$ cat config.mk
export PLATFORM = sky130hd
export DESIGN_NAME = cv32e40p_cnn_tile_sched_flat
export DESIGN_NICKNAME = d
export VERILOG_FILES = /design/src/rtl/cv32e40p_pkg.sv /design/src/rtl/cv32e40p_cnn_tile_sched_if.sv /design/src/rtl/cv32e40p_cnn_tile_addr_gen.sv /design/src/rtl/cv32e40p_cnn_tile_sched.sv /design/src/flat_wrapper.sv
export SDC_FILE = /design/constraint.sdc
export NUM_CORES = 1
export LEC_CHECK = 0
export CAP_MARGIN = 20
export CORE_MARGIN = 5
export CORE_UTILIZATION = 55
export DETAILED_ROUTE_END_ITERATION = 10
export PLACE_DENSITY = 0.87
export SLEW_MARGIN = 20
export SYNTH_ARGS = -nofsm -noshare
export SYNTH_HDL_FRONTEND = slang
export SYNTH_SLANG_ARGS = --single-unit
$ cat constraint.sdc
create_clock -name clk -period 16.19 [get_ports clk]
set_clock_uncertainty 0.1 [all_clocks]
set_input_delay 1.619 -clock clk [delete_from_list [all_inputs] [get_ports clk]]
set_output_delay 1.619 -clock clk [all_outputs]
set_load 0.005 [all_outputs]
$ cat src/rtl/cv32e40p_pkg.sv
// Shared types and constants for the Winograd F(2x2,3x3) tile scheduler.
// Optional ReLU on write-back is enabled by defining CNN_TILE_SCHED_RELU_EN.
package cv32e40p_pkg;

  localparam int TILE_WORDS = 16;
  localparam int OUT_WORDS  = 4;

  typedef enum logic [2:0] {
    S_IDLE,
    S_RD,
    S_CAL,
    S_WAIT,
    S_WR,
    S_DONE
  } tile_state_e;

  // Reference form of the read address; the datapath builds it incrementally.
  function automatic logic [31:0] tile_rd_addr(
    input logic [31:0] base,
    input logic [31:0] stride,
    input logic [3:0]  k
  );
    logic [31:0] ofs;
    ofs = 32'(k[3:2]) * stride + 32'(k[1:0]);
    return base + (ofs << 2);
  endfunction

endpackage

$ cat src/rtl/cv32e40p_cnn_tile_sched_if.sv
// Core, memory and datapath signals of the tile scheduler.
// relu_i exists only when CNN_TILE_SCHED_RELU_EN is defined.
interface cv32e40p_cnn_tile_sched_if #(
  parameter int STRIDE_W = 16
);
  logic                start_i;
  logic [31:0]         in_base_i;
  logic [31:0]         out_base_i;
  logic [STRIDE_W-1:0] row_stride_i;
`ifdef CNN_TILE_SCHED_RELU_EN
  logic                relu_i;
`endif
  logic                busy_o;
  logic                done_o;
  logic                mem_req_o;
  logic                mem_we_o;
  logic [31:0]         mem_addr_o;
  logic [31:0]         mem_wdata_o;
  logic                mem_gnt_i;
  logic                mem_rvalid_i;
  logic [31:0]         mem_rdata_i;
  logic                dp_load_o;
  logic [3:0]          dp_idx_o;
  logic [31:0]         dp_data_o;
  logic                dp_cal_o;
  logic [31:0]         y0_i;
  logic [31:0]         y1_i;
  logic [31:0]         y2_i;
  logic [31:0]         y3_i;

  modport master (
    input  start_i,
    input  in_base_i,
    input  out_base_i,
    input  row_stride_i,
`ifdef CNN_TILE_SCHED_RELU_EN
    input  relu_i,
`endif
    output busy_o,
    output done_o,
    output mem_req_o,
    output mem_we_o,
    output mem_addr_o,
    output mem_wdata_o,
    input  mem_gnt_i,
    input  mem_rvalid_i,
    input  mem_rdata_i,
    output dp_load_o,
    output dp_idx_o,
    output dp_data_o,
    output dp_cal_o,
    input  y0_i,
    input  y1_i,
    input  y2_i,
    input  y3_i
  );

  modport slave (
    output start_i,
    output in_base_i,
    output out_base_i,
    output row_stride_i,
`ifdef CNN_TILE_SCHED_RELU_EN
    output relu_i,
`endif
    input  busy_o,
    input  done_o,
    input  mem_req_o,
    input  mem_we_o,
    input  mem_addr_o,
    input  mem_wdata_o,
    output mem_gnt_i,
    output mem_rvalid_i,
    output mem_rdata_i,
    input  dp_load_o,
    input  dp_idx_o,
    input  dp_data_o,
    input  dp_cal_o,
    output y0_i,
    output y1_i,
    output y2_i,
    output y3_i
  );
endinterface

$ cat src/rtl/cv32e40p_cnn_tile_addr_gen.sv
// Incremental 4x4 tile read-address generator: +4 per column,
// +stride*4 per row, so no multiplier is needed.
module cv32e40p_cnn_tile_addr_gen #(
  parameter int STRIDE_W = 16
) (
  input  logic                clk,
  input  logic                rst,
  input  logic                init_i,
  input  logic                adv_i,
  input  logic [31:0]         base_i,
  input  logic [STRIDE_W-1:0] stride_i,
  output logic [31:0]         addr_o
);

  logic [31:0] addr_q, addr_d;
  logic [31:0] row_q, row_d;
  logic [31:0] step_q, step_d;
  logic [1:0]  col_q, col_d;

  always_comb begin
    addr_d = addr_q;
    row_d  = row_q;
    step_d = step_q;
    col_d  = col_q;
    if (init_i) begin
      addr_d = base_i;
      row_d  = base_i;
      step_d = 32'(stride_i) << 2;
      col_d  = '0;
    end else if (adv_i) begin
      if (col_q == 2'd3) begin
        row_d  = row_q + step_q;
        addr_d = row_q + step_q;
        col_d  = '0;
      end else begin
        addr_d = addr_q + 32'd4;
        col_d  = col_q + 2'd1;
      end
    end
  end

  always_ff @(posedge clk or posedge rst) begin
    if (rst) begin
      addr_q <= '0;
      row_q  <= '0;
      step_q <= '0;
      col_q  <= '0;
    end else begin
      addr_q <= addr_d;
      row_q  <= row_d;
      step_q <= step_d;
      col_q  <= col_d;
    end
  end

  assign addr_o = addr_q;

endmodule

$ cat src/rtl/cv32e40p_cnn_tile_sched.sv
// Winograd F(2x2,3x3) tile sequencer: load 4x4 tile, fire datapath,
// write 2x2 results. Define CNN_TILE_SCHED_RELU_EN for optional ReLU.
module cv32e40p_cnn_tile_sched
  import cv32e40p_pkg::*;
#(
  parameter int CAL_LAT  = 4,
  parameter int STRIDE_W = 16
) (
  input logic clk,
  input logic rst,
  cv32e40p_cnn_tile_sched_if.master bus
);

  tile_state_e state_q, state_d;
  logic [4:0]  iss_q, iss_d;
  logic [4:0]  rcv_q, rcv_d;
  logic [3:0]  wcnt_q, wcnt_d;
  logic [1:0]  wr_q, wr_d;
  logic [31:0] obase_q, obase_d;
  logic [3:0][31:0] res_q, res_d;
  logic [31:0] res_sel, wr_data, rd_addr;
  logic        accept, adv;

`ifdef CNN_TILE_SCHED_RELU_EN
  logic relu_q, relu_d;
`endif

  assign accept = (state_q == S_IDLE) && bus.start_i;
  assign adv = (state_q == S_RD) && !iss_q[4] && bus.mem_gnt_i;

  cv32e40p_cnn_tile_addr_gen #(
    .STRIDE_W(STRIDE_W)
  ) u_addr_gen (
    .clk     (clk),
    .rst     (rst),
    .init_i  (accept),
    .adv_i   (adv),
    .base_i  (bus.in_base_i),
    .stride_i(bus.row_stride_i),
    .addr_o  (rd_addr)
  );

  always_comb begin
    res_sel = res_q[wr_q];
`ifdef CNN_TILE_SCHED_RELU_EN
    wr_data = (relu_q && res_sel[31]) ? '0 : res_sel;
`else
    wr_data = res_sel;
`endif
  end

  always_comb begin
    state_d = state_q;
    iss_d   = iss_q;
    rcv_d   = rcv_q;
    wcnt_d  = wcnt_q;
    wr_d    = wr_q;
    obase_d = obase_q;
    res_d   = res_q;
`ifdef CNN_TILE_SCHED_RELU_EN
    relu_d  = relu_q;
`endif
    bus.mem_req_o   = 1'b0;
    bus.mem_we_o    = 1'b0;
    bus.mem_addr_o  = '0;
    bus.mem_wdata_o = '0;
    bus.dp_load_o   = 1'b0;
    bus.dp_idx_o    = '0;
    bus.dp_data_o   = '0;
    bus.dp_cal_o    = 1'b0;
    bus.done_o      = 1'b0;
    bus.busy_o      = 1'b0;
    unique case (state_q)
      S_IDLE: begin
        if (bus.start_i) begin
          state_d = S_RD;
          iss_d   = '0;
          rcv_d   = '0;
          wcnt_d  = '0;
          wr_d    = '0;
          obase_d = bus.out_base_i;
`ifdef CNN_TILE_SCHED_RELU_EN
          relu_d  = bus.relu_i;
`endif
        end
      end
      S_RD: begin
        bus.busy_o = 1'b1;
        if (!iss_q[4]) begin
          bus.mem_req_o  = 1'b1;
          bus.mem_addr_o = rd_addr;
        end
        if (adv) iss_d = iss_q + 5'd1;
        // Responses may trail issues; late extras are dropped.
        if (bus.mem_rvalid_i && !rcv_q[4]) begin
          bus.dp_load_o = 1'b1;
          bus.dp_idx_o  = rcv_q[3:0];
          bus.dp_data_o = bus.mem_rdata_i;
          rcv_d = rcv_q + 5'd1;
        end
        if (iss_d == 5'(TILE_WORDS) && rcv_d == 5'(TILE_WORDS)) begin
          state_d = S_CAL;
        end
      end
      S_CAL: begin
        bus.busy_o   = 1'b1;
        bus.dp_cal_o = 1'b1;
        wcnt_d  = '0;
        state_d = S_WAIT;
      end
      S_WAIT: begin
        bus.busy_o = 1'b1;
        if (wcnt_q == 4'(CAL_LAT - 1)) begin
          res_d   = {bus.y3_i, bus.y2_i, bus.y1_i, bus.y0_i};
          state_d = S_WR;
        end else begin
          wcnt_d = wcnt_q + 4'd1;
        end
      end
      S_WR: begin
        bus.busy_o      = 1'b1;
        bus.mem_req_o   = 1'b1;
        bus.mem_we_o    = 1'b1;
        bus.mem_addr_o  = obase_q + {28'd0, wr_q, 2'b00};
        bus.mem_wdata_o = wr_data;
        if (bus.mem_gnt_i) begin
          wr_d = wr_q + 2'd1;
          if (wr_q == 2'(OUT_WORDS - 1)) state_d = S_DONE;
        end
      end
      S_DONE: begin
        bus.done_o = 1'b1;
        state_d    = S_IDLE;
      end
      default: state_d = S_IDLE;
    endcase
  end

  always_ff @(posedge clk or posedge rst) begin
    if (rst) begin
      state_q <= S_IDLE;
      iss_q   <= '0;
      rcv_q   <= '0;
      wcnt_q  <= '0;
      wr_q    <= '0;
      obase_q <= '0;
      res_q   <= '0;
    end else begin
      state_q <= state_d;
      iss_q   <= iss_d;
      rcv_q   <= rcv_d;
      wcnt_q  <= wcnt_d;
      wr_q    <= wr_d;
      obase_q <= obase_d;
      res_q   <= res_d;
    end
  end

`ifdef CNN_TILE_SCHED_RELU_EN
  always_ff @(posedge clk or posedge rst) begin
    if (rst) relu_q <= 1'b0;
    else     relu_q <= relu_d;
  end
`endif

endmodule

$ cat src/flat_wrapper.sv
// flat-port wrapper written by rule: the top's interface ports become plain ports
module cv32e40p_cnn_tile_sched_flat import cv32e40p_pkg::*;
#(
  parameter int CAL_LAT  = 4,
  parameter int STRIDE_W = 16
)
  (clk, rst, bus_start_i, bus_in_base_i, bus_out_base_i, bus_row_stride_i, bus_busy_o, bus_done_o, bus_mem_req_o, bus_mem_we_o, bus_mem_addr_o, bus_mem_wdata_o, bus_mem_gnt_i, bus_mem_rvalid_i, bus_mem_rdata_i, bus_dp_load_o, bus_dp_idx_o, bus_dp_data_o, bus_dp_cal_o, bus_y0_i, bus_y1_i, bus_y2_i, bus_y3_i);
  cv32e40p_cnn_tile_sched_if #(.STRIDE_W(STRIDE_W)) bus_i ();
  input logic clk;
  input logic rst;
  input wire logic [$bits(bus_i.start_i)-1:0] bus_start_i;
  input wire logic [$bits(bus_i.in_base_i)-1:0] bus_in_base_i;
  input wire logic [$bits(bus_i.out_base_i)-1:0] bus_out_base_i;
  input wire logic [$bits(bus_i.row_stride_i)-1:0] bus_row_stride_i;
  output wire logic [$bits(bus_i.busy_o)-1:0] bus_busy_o;
  output wire logic [$bits(bus_i.done_o)-1:0] bus_done_o;
  output wire logic [$bits(bus_i.mem_req_o)-1:0] bus_mem_req_o;
  output wire logic [$bits(bus_i.mem_we_o)-1:0] bus_mem_we_o;
  output wire logic [$bits(bus_i.mem_addr_o)-1:0] bus_mem_addr_o;
  output wire logic [$bits(bus_i.mem_wdata_o)-1:0] bus_mem_wdata_o;
  input wire logic [$bits(bus_i.mem_gnt_i)-1:0] bus_mem_gnt_i;
  input wire logic [$bits(bus_i.mem_rvalid_i)-1:0] bus_mem_rvalid_i;
  input wire logic [$bits(bus_i.mem_rdata_i)-1:0] bus_mem_rdata_i;
  output wire logic [$bits(bus_i.dp_load_o)-1:0] bus_dp_load_o;
  output wire logic [$bits(bus_i.dp_idx_o)-1:0] bus_dp_idx_o;
  output wire logic [$bits(bus_i.dp_data_o)-1:0] bus_dp_data_o;
  output wire logic [$bits(bus_i.dp_cal_o)-1:0] bus_dp_cal_o;
  input wire logic [$bits(bus_i.y0_i)-1:0] bus_y0_i;
  input wire logic [$bits(bus_i.y1_i)-1:0] bus_y1_i;
  input wire logic [$bits(bus_i.y2_i)-1:0] bus_y2_i;
  input wire logic [$bits(bus_i.y3_i)-1:0] bus_y3_i;
  assign bus_i.start_i = bus_start_i;
  assign bus_i.in_base_i = bus_in_base_i;
  assign bus_i.out_base_i = bus_out_base_i;
  assign bus_i.row_stride_i = bus_row_stride_i;
  assign bus_busy_o = bus_i.busy_o;
  assign bus_done_o = bus_i.done_o;
  assign bus_mem_req_o = bus_i.mem_req_o;
  assign bus_mem_we_o = bus_i.mem_we_o;
  assign bus_mem_addr_o = bus_i.mem_addr_o;
  assign bus_mem_wdata_o = bus_i.mem_wdata_o;
  assign bus_i.mem_gnt_i = bus_mem_gnt_i;
  assign bus_i.mem_rvalid_i = bus_mem_rvalid_i;
  assign bus_i.mem_rdata_i = bus_mem_rdata_i;
  assign bus_dp_load_o = bus_i.dp_load_o;
  assign bus_dp_idx_o = bus_i.dp_idx_o;
  assign bus_dp_data_o = bus_i.dp_data_o;
  assign bus_dp_cal_o = bus_i.dp_cal_o;
  assign bus_i.y0_i = bus_y0_i;
  assign bus_i.y1_i = bus_y1_i;
  assign bus_i.y2_i = bus_y2_i;
  assign bus_i.y3_i = bus_y3_i;
  cv32e40p_cnn_tile_sched #(.CAL_LAT(CAL_LAT), .STRIDE_W(STRIDE_W)) u_core (.clk(clk), .rst(rst), .bus(bus_i));
endmodule
# Word level (Yosys, flattened, before mapping)
# Cells that the tools add are included.
dict set report word_totals {
  ff_bits 261
  latch_bits 0
  ram_bits 0
  romBits 0
  input_bits 245
  output_inout_bits 106
  elab_cells 105
  memories 0
}
dict set report classes {
  addsub 8
  multipliers 0
  div 0
  n_lt_le_gt_ge 1
  n_eq_ne 16
  shift 0
  muxes 45
  n_bitwise 0
  reduce_logical 21
}
# op n
set ops {}
lappend ops {{$mux W32} 11}
lappend ops {{$bmux W32 S2} 1}
lappend ops {{$pmux W32 S2} 1}
lappend ops {{$add A32 B18 Y32} 1}
lappend ops {{$add A32 B3 Y32 const B} 1}
lappend ops {{$add A32 B4 Y32} 1}
lappend ops {{$mux W5} 5}
lappend ops {{$pmux W5 S2} 2}
lappend ops {{$mux W4} 4}
lappend ops {{$mux W3} 5}
lappend ops {{$pmux W3 S5} 1}
lappend ops {{$pmux W4 S3} 1}
lappend ops {{$add A5 B1 Y5 const B} 2}
lappend ops {{$eq A5 B5 Y1 const B} 2}
lappend ops {{$mux W2} 5}
lappend ops {{$ne A2 B2 Y1 const B} 4}
lappend ops {{$reduce_and A2 Y1} 4}
lappend ops {{$reduce_bool A2 Y1} 4}
lappend ops {{$mux W1} 7}
lappend ops {{$eq A3 B2 Y1 const B} 2}
lappend ops {{$eq A3 B3 Y1 const B} 2}
lappend ops {{$reduce_and A3 Y1} 2}
lappend ops {{$logic_and A1 B1 Y1} 5}
lappend ops {{$reduce_and A5 Y1} 1}
lappend ops {{other kinds (13)} 17}

# Logic depth before layout (Yosys ltp)
dict set report logic_depth {
  ltp_word 9
  mapped_depth 11
  ltp_nobuf 9
}

# Hierarchy
# From an unflattened synthesis, not the netlist that was laid out.
dict set report unflattened {
  cells_unflattened 1431
  hier_area_um2 14696.6
}
# mod n_inst cells_per_inst area_per_inst_um2 seq_area_each_um2
set by_module_without_submodules {}
lappend by_module_without_submodules {cv32e40p_cnn_tile_sched 1 806 9288.9 4479.3}
lappend by_module_without_submodules {cv32e40p_cnn_tile_addr_gen 1 625 5407.7 2052.0}

# Least setup slack after synthesis
# OpenSTA, ideal clock, no wires.
dict set report synth_path {
  kind {reg2out}
  start {reg u_core.wr_q[1]}
  end {out bus_mem_addr_o[30]}
  t_arrival_ns 2.543
  setup_slack_ns 11.928
  path_stages_with_launch 11
  path_cell_list {dfrtp_1 -> clkbuf_1 -> clkbuf_1 -> inv_1 -> fa_1 -> nor2_1 -> and3_1 -> and2_1 -> nand2_1 -> or3_1 -> nand3_1}
}
dict set report synth_via {
  elab_chain_len 2
}
# item line_no
set synth_rtl {}
lappend synth_rtl {{start: declaration} cv32e40p_cnn_tile_sched.sv:18} ;# logic [1:0] wr_q, wr_d;
lappend synth_rtl {{start signal: assignment} cv32e40p_cnn_tile_sched.sv:153} ;# wr_q <= wr_d;
lappend synth_rtl {{$add A32 B4 Y32} cv32e40p_cnn_tile_sched.sv:124} ;# bus.mem_addr_o = obase_q + {28'd0, wr_q, 2'b00};
lappend synth_rtl {{$pmux W32 S2} cv32e40p_cnn_tile_sched.sv:73} ;# unique case (state_q)
lappend synth_rtl {{end: declaration} flat_wrapper.sv:19} ;# output wire logic [$bits(bus_i.mem_addr_o)-1:0] bus_mem_addr_o;
# No other way between the ends.

# Worst setup path after layout
dict set report layout_path {
  start {reg u_core.wr_q[0]}
  end {out bus_mem_addr_o[26]}
}
# The elaborated chain is that of the path after synthesis.

==> flow_summary.json <==
{
  "synth.distinct_cells": 72,
  "synthSimpleGateAreaFrac_pct": 19.1,
  "total_power_uw": 3490,
  "p_leak_uw": 0.00843,
  "synth_compound_area_share_pct": 11.2,
  "synthArstFlopShare_pct": 100,
  "synthTopCellsByCount": "268 x nand2_1, 261 x dfrtp_1, 130 x mux2_2",
  "synth_nets": 1780,
  "synth_top_area_cell": "dfrtp_1",
  "dp_cells": 2117,
  "final.period_utilization_pct": 35.8,
  "cts_buffers": 30,
  "routed_wl_um": 49300,
  "yosys.area.top_type_share_pct": 44.3,
  "grt-ovfl-total": 0,
  "tightest_slew_ns": 1.09,
  "power_density_nw_per_um2": 178,
  "relSlewSlack_pct": 27.0,
  "clk_pin_slew_worst_paths_ns": 0.06,
  "synthAdderAreaFrac_pct": 2.39,
  "synth-main-ff-cell": "dfrtp_1",
  "ys_seq_area_share_pct": 44.3,
  "muxShareOfSynthArea_pct": 15.3,
  "dp_hpwl_um": 33200,
  "wl_per_cell_um": 22.6,
  "maxCapViolations": 0,
  "area_delta_synth_final_pct": 32.6,
  "rows": 60,
  "min_path_type": "reg2reg",
  "postCtsResizedCells": 0,
  "drtIter0Drc": 1482,
  "synth_edf_count": 0,
  "grt_max_degree": 115,
  "layout.nets": 2081,
  "yosysWarnings": 0,
  "die_y_um": 174,
  "drive_gt1_share_pct": 13.6,
  "period_minus_slack_ns": 5.80,
  "status": "complete, no violations",
  "postCtsSetupRepairBufs": 0,
  "finalSetupTns_ns": 0,
  "synth_area_leaders": "dfrtp_1 44%, mux2_2 9.9%, nand2_1 6.8%",
  "path_class": "reg2out",
  "dr.pass1.iters": 6,
  "report.final.hold_viol_count": 0,
  "clk-insertion-delay-late_ns": 0.56,
  "die_area_um2": 30200,
  "core_um2": 26700,
  "cts.sinks": 261,
  "cts_hold_buf": 0,
  "crit_path_start_kind": "register",
  "grt_pass1_vias": 13600,
  "clk_path_buf_depth": 3,
  "fin_ws_ns": 10.39,
  "synthCells": 1508,
  "antenna_found_initial": 9,
  "gp_congestion": 0.922,
  "synth_top_family_by_area": "simple AND/OR/NAND/NOR gates",
  "ant_nets": 0,
  "ios": 351,
  "grt_pass1_wl_um": 76300,
  "synthXorXnorAreaFrac_pct": 4.52,
  "ir_drop_mv": 0.128,
  "die_w_um": 174,
  "start_util_pct": 55.3,
  "port_buffers": 350,
  "pre_cts_slack_ns": 10.77,
  "synthesis.area_um2": 14700,
  "finalSetupViolations": 0,
  "arrival_ns": 4.08,
  "crit_path_end_kind": "output port",
  "vias_per_cell": 6.16,
  "rsz0062_at_grt": "false",
  "required_ns": 14.47,
  "report.final.slew_viol_count": 0,
  "fill_cells": 1802,
  "cts_tree": "yes",
  "yosysMostFrequentCell": "nand2_1",
  "max_freq_ghz": 0.173,
  "cts_max_level": 1,
  "crit_fanout": 36,
  "gr-usage-all-layers_pct": 31.6,
  "ys_ff_latch": 261,
  "clockRootBuffer": "clkbuf_16",
  "final_cells": 2181,
  "drc": 0,
  "synth.avg_cell_area_um2": 9.77,
  "routed-via-count": 13400
}
[critical path: stages, from the launching register on]
cell and delay, ns:
dfrtp_2 0.34, buf_4 0.56, ha_1 0.30, inv_1 0.06, fa_1 0.39, nor2_1 0.17
and3_1 0.25, and2_1 0.29, nand4_1 0.17, xor2_1 0.19, o21ai_0 0.16, clkdlybuf4s50_1 0.61
[through the flow]
step,util (%),hold WS (ns),cell area [um2]
CTS,73.2,0.379,19500
detailed placement,69.1,0.364,18400
floorplan,-,0.339,14700
global route,73.3,0.408,19500
finish,73.3,0.381,19500
global placement,69.1,0.351,18400
[worst paths after layout]
path | start | endpoint | slack (ns) | cells after the start
worst max-delay path | u_core.wr_q[0] | bus_mem_addr_o[26] | 10.39 | 11
worst min-delay path | u_core.u_addr_gen.step_q[5] | u_core.u_addr_gen.step_q[5] | 0.38 | 2
worst max register to register | u_core.state_q[1] | u_core.res_q[88] | 12.92 | 5
worst min register to register | u_core.u_addr_gen.step_q[5] | u_core.u_addr_gen.step_q[5] | 0.38 | 2
max in group asynchronous | rst | u_core.wr_q[0] | 12.90 | 3
min in group asynchronous | rst | u_core.res_q[0] | 1.53 | 2
[sequential cells by signal, summed over array words and instances (netlist names)]
signal                    count
u_core.res_q                128
u_core.iss_q                  5
u_core.u_addr_gen.step_q     16
u_core.rcv_q                  5
u_core.u_addr_gen.addr_o     32
u_core.obase_q               32
u_core.u_addr_gen.col_q       2
u_core.wcnt_q                 4
u_core.state_q                3
u_core.wr_q                   2
u_core.u_addr_gen.row_q      32
[power breakdown]
group,total [uW],switching [uW],internal [uW]
combinational,1490,772,713
sequential,1260,300,962
clock,739,286,453
[metal layers]
layer / track usage [%] / up-vias / wire (um) / share of wire [%]
met3: 9.57 / 156 / 5330 / 11
met2: 53.5 / 794 / 24300 / 49
met5: 0 / - / 39 / 0.079
met1: 37.4 / 6475 / 17300 / 35
met4: 13.8 / 6 / 2330 / 4.7
li1: - / 6001 / - / -
[cell type report]
| cell class | instances | area [um2] | share of cell area [%] |
|---|---|---|---|
| diodes | 7 | 17.5 | 0.0896 |
| flip-flops and latches | 261 | 6530 | 33.4 |
| multi-input cells | 1128 | 7760 | 39.7 |
| inverters | 22 | 90.1 | 0.461 |
| clock buffers | 45 | 918 | 4.70 |
| repair buffers | 366 | 3640 | 18.6 |
| clock inverters | 11 | 159 | 0.813 |
| well taps | 341 | 427 | 2.18 |
[logic make-up (layout without fill, tap and decap cells)]
kind of cell | Yosys count | after routing
and+or+nand+nor | 596 | 596
DFF | 261 | 261
AOI/OAI and AO/OA | 260 | 260
muxes | 169 | 169
buffers and inverters | 119 | 444
xor gates and xnor gates | 76 | 76
adders and majority gates | 27 | 27
other | 0 | 7
[cell usage in the layout, fill, tap and decap left out, types with 4 or more instances in the layout]
| cell | netlist | layout |
|---|---|---|
| mux2_2 | 130 | 130 |
| o21ai_1 | 11 | 11 |
| nand3_1 | 48 | 48 |
| and2_1 | 9 | 9 |
| mux2i_1 | 7 | 7 |
| buf_4 | 0 | 15 |
| bufinv_16 | 0 | 4 |
| mux4_2 | 32 | 32 |
| xnor2_1 | 24 | 24 |
| and3_1 | 85 | 85 |
| o21a_1 | 4 | 4 |
| a31oi_1 | 15 | 15 |
| o211ai_1 | 9 | 9 |
| a22oi_1 | 7 | 7 |
| nor2b_1 | 6 | 6 |
| inv_1 | 21 | 20 |
| nand2b_1 | 7 | 7 |
| or3_1 | 8 | 8 |
| nor3_1 | 25 | 25 |
| a211oi_1 | 9 | 9 |
| a22o_1 | 6 | 6 |
| ha_1 | 25 | 25 |
| clkbuf_8 | 0 | 9 |
| xor2_1 | 52 | 52 |
| diode_2 | 0 | 7 |
| and4_1 | 9 | 9 |
| nor3b_1 | 7 | 5 |
| dfrtp_1 | 261 | 260 |
| nor2_1 | 86 | 83 |
| a21oi_1 | 54 | 54 |
| nand4_1 | 20 | 20 |
| clkdlybuf4s50_1 | 0 | 350 |
| o22ai_1 | 13 | 13 |
| a311oi_1 | 4 | 4 |
| clkbuf_16 | 0 | 31 |
| clkbuf_1 | 69 | 5 |
| o21ai_0 | 87 | 87 |
| nand2_1 | 268 | 268 |
| clkinv_2 | 0 | 6 |
| nor4_1 | 5 | 5 |
Power figures use the tool's default switching activity.
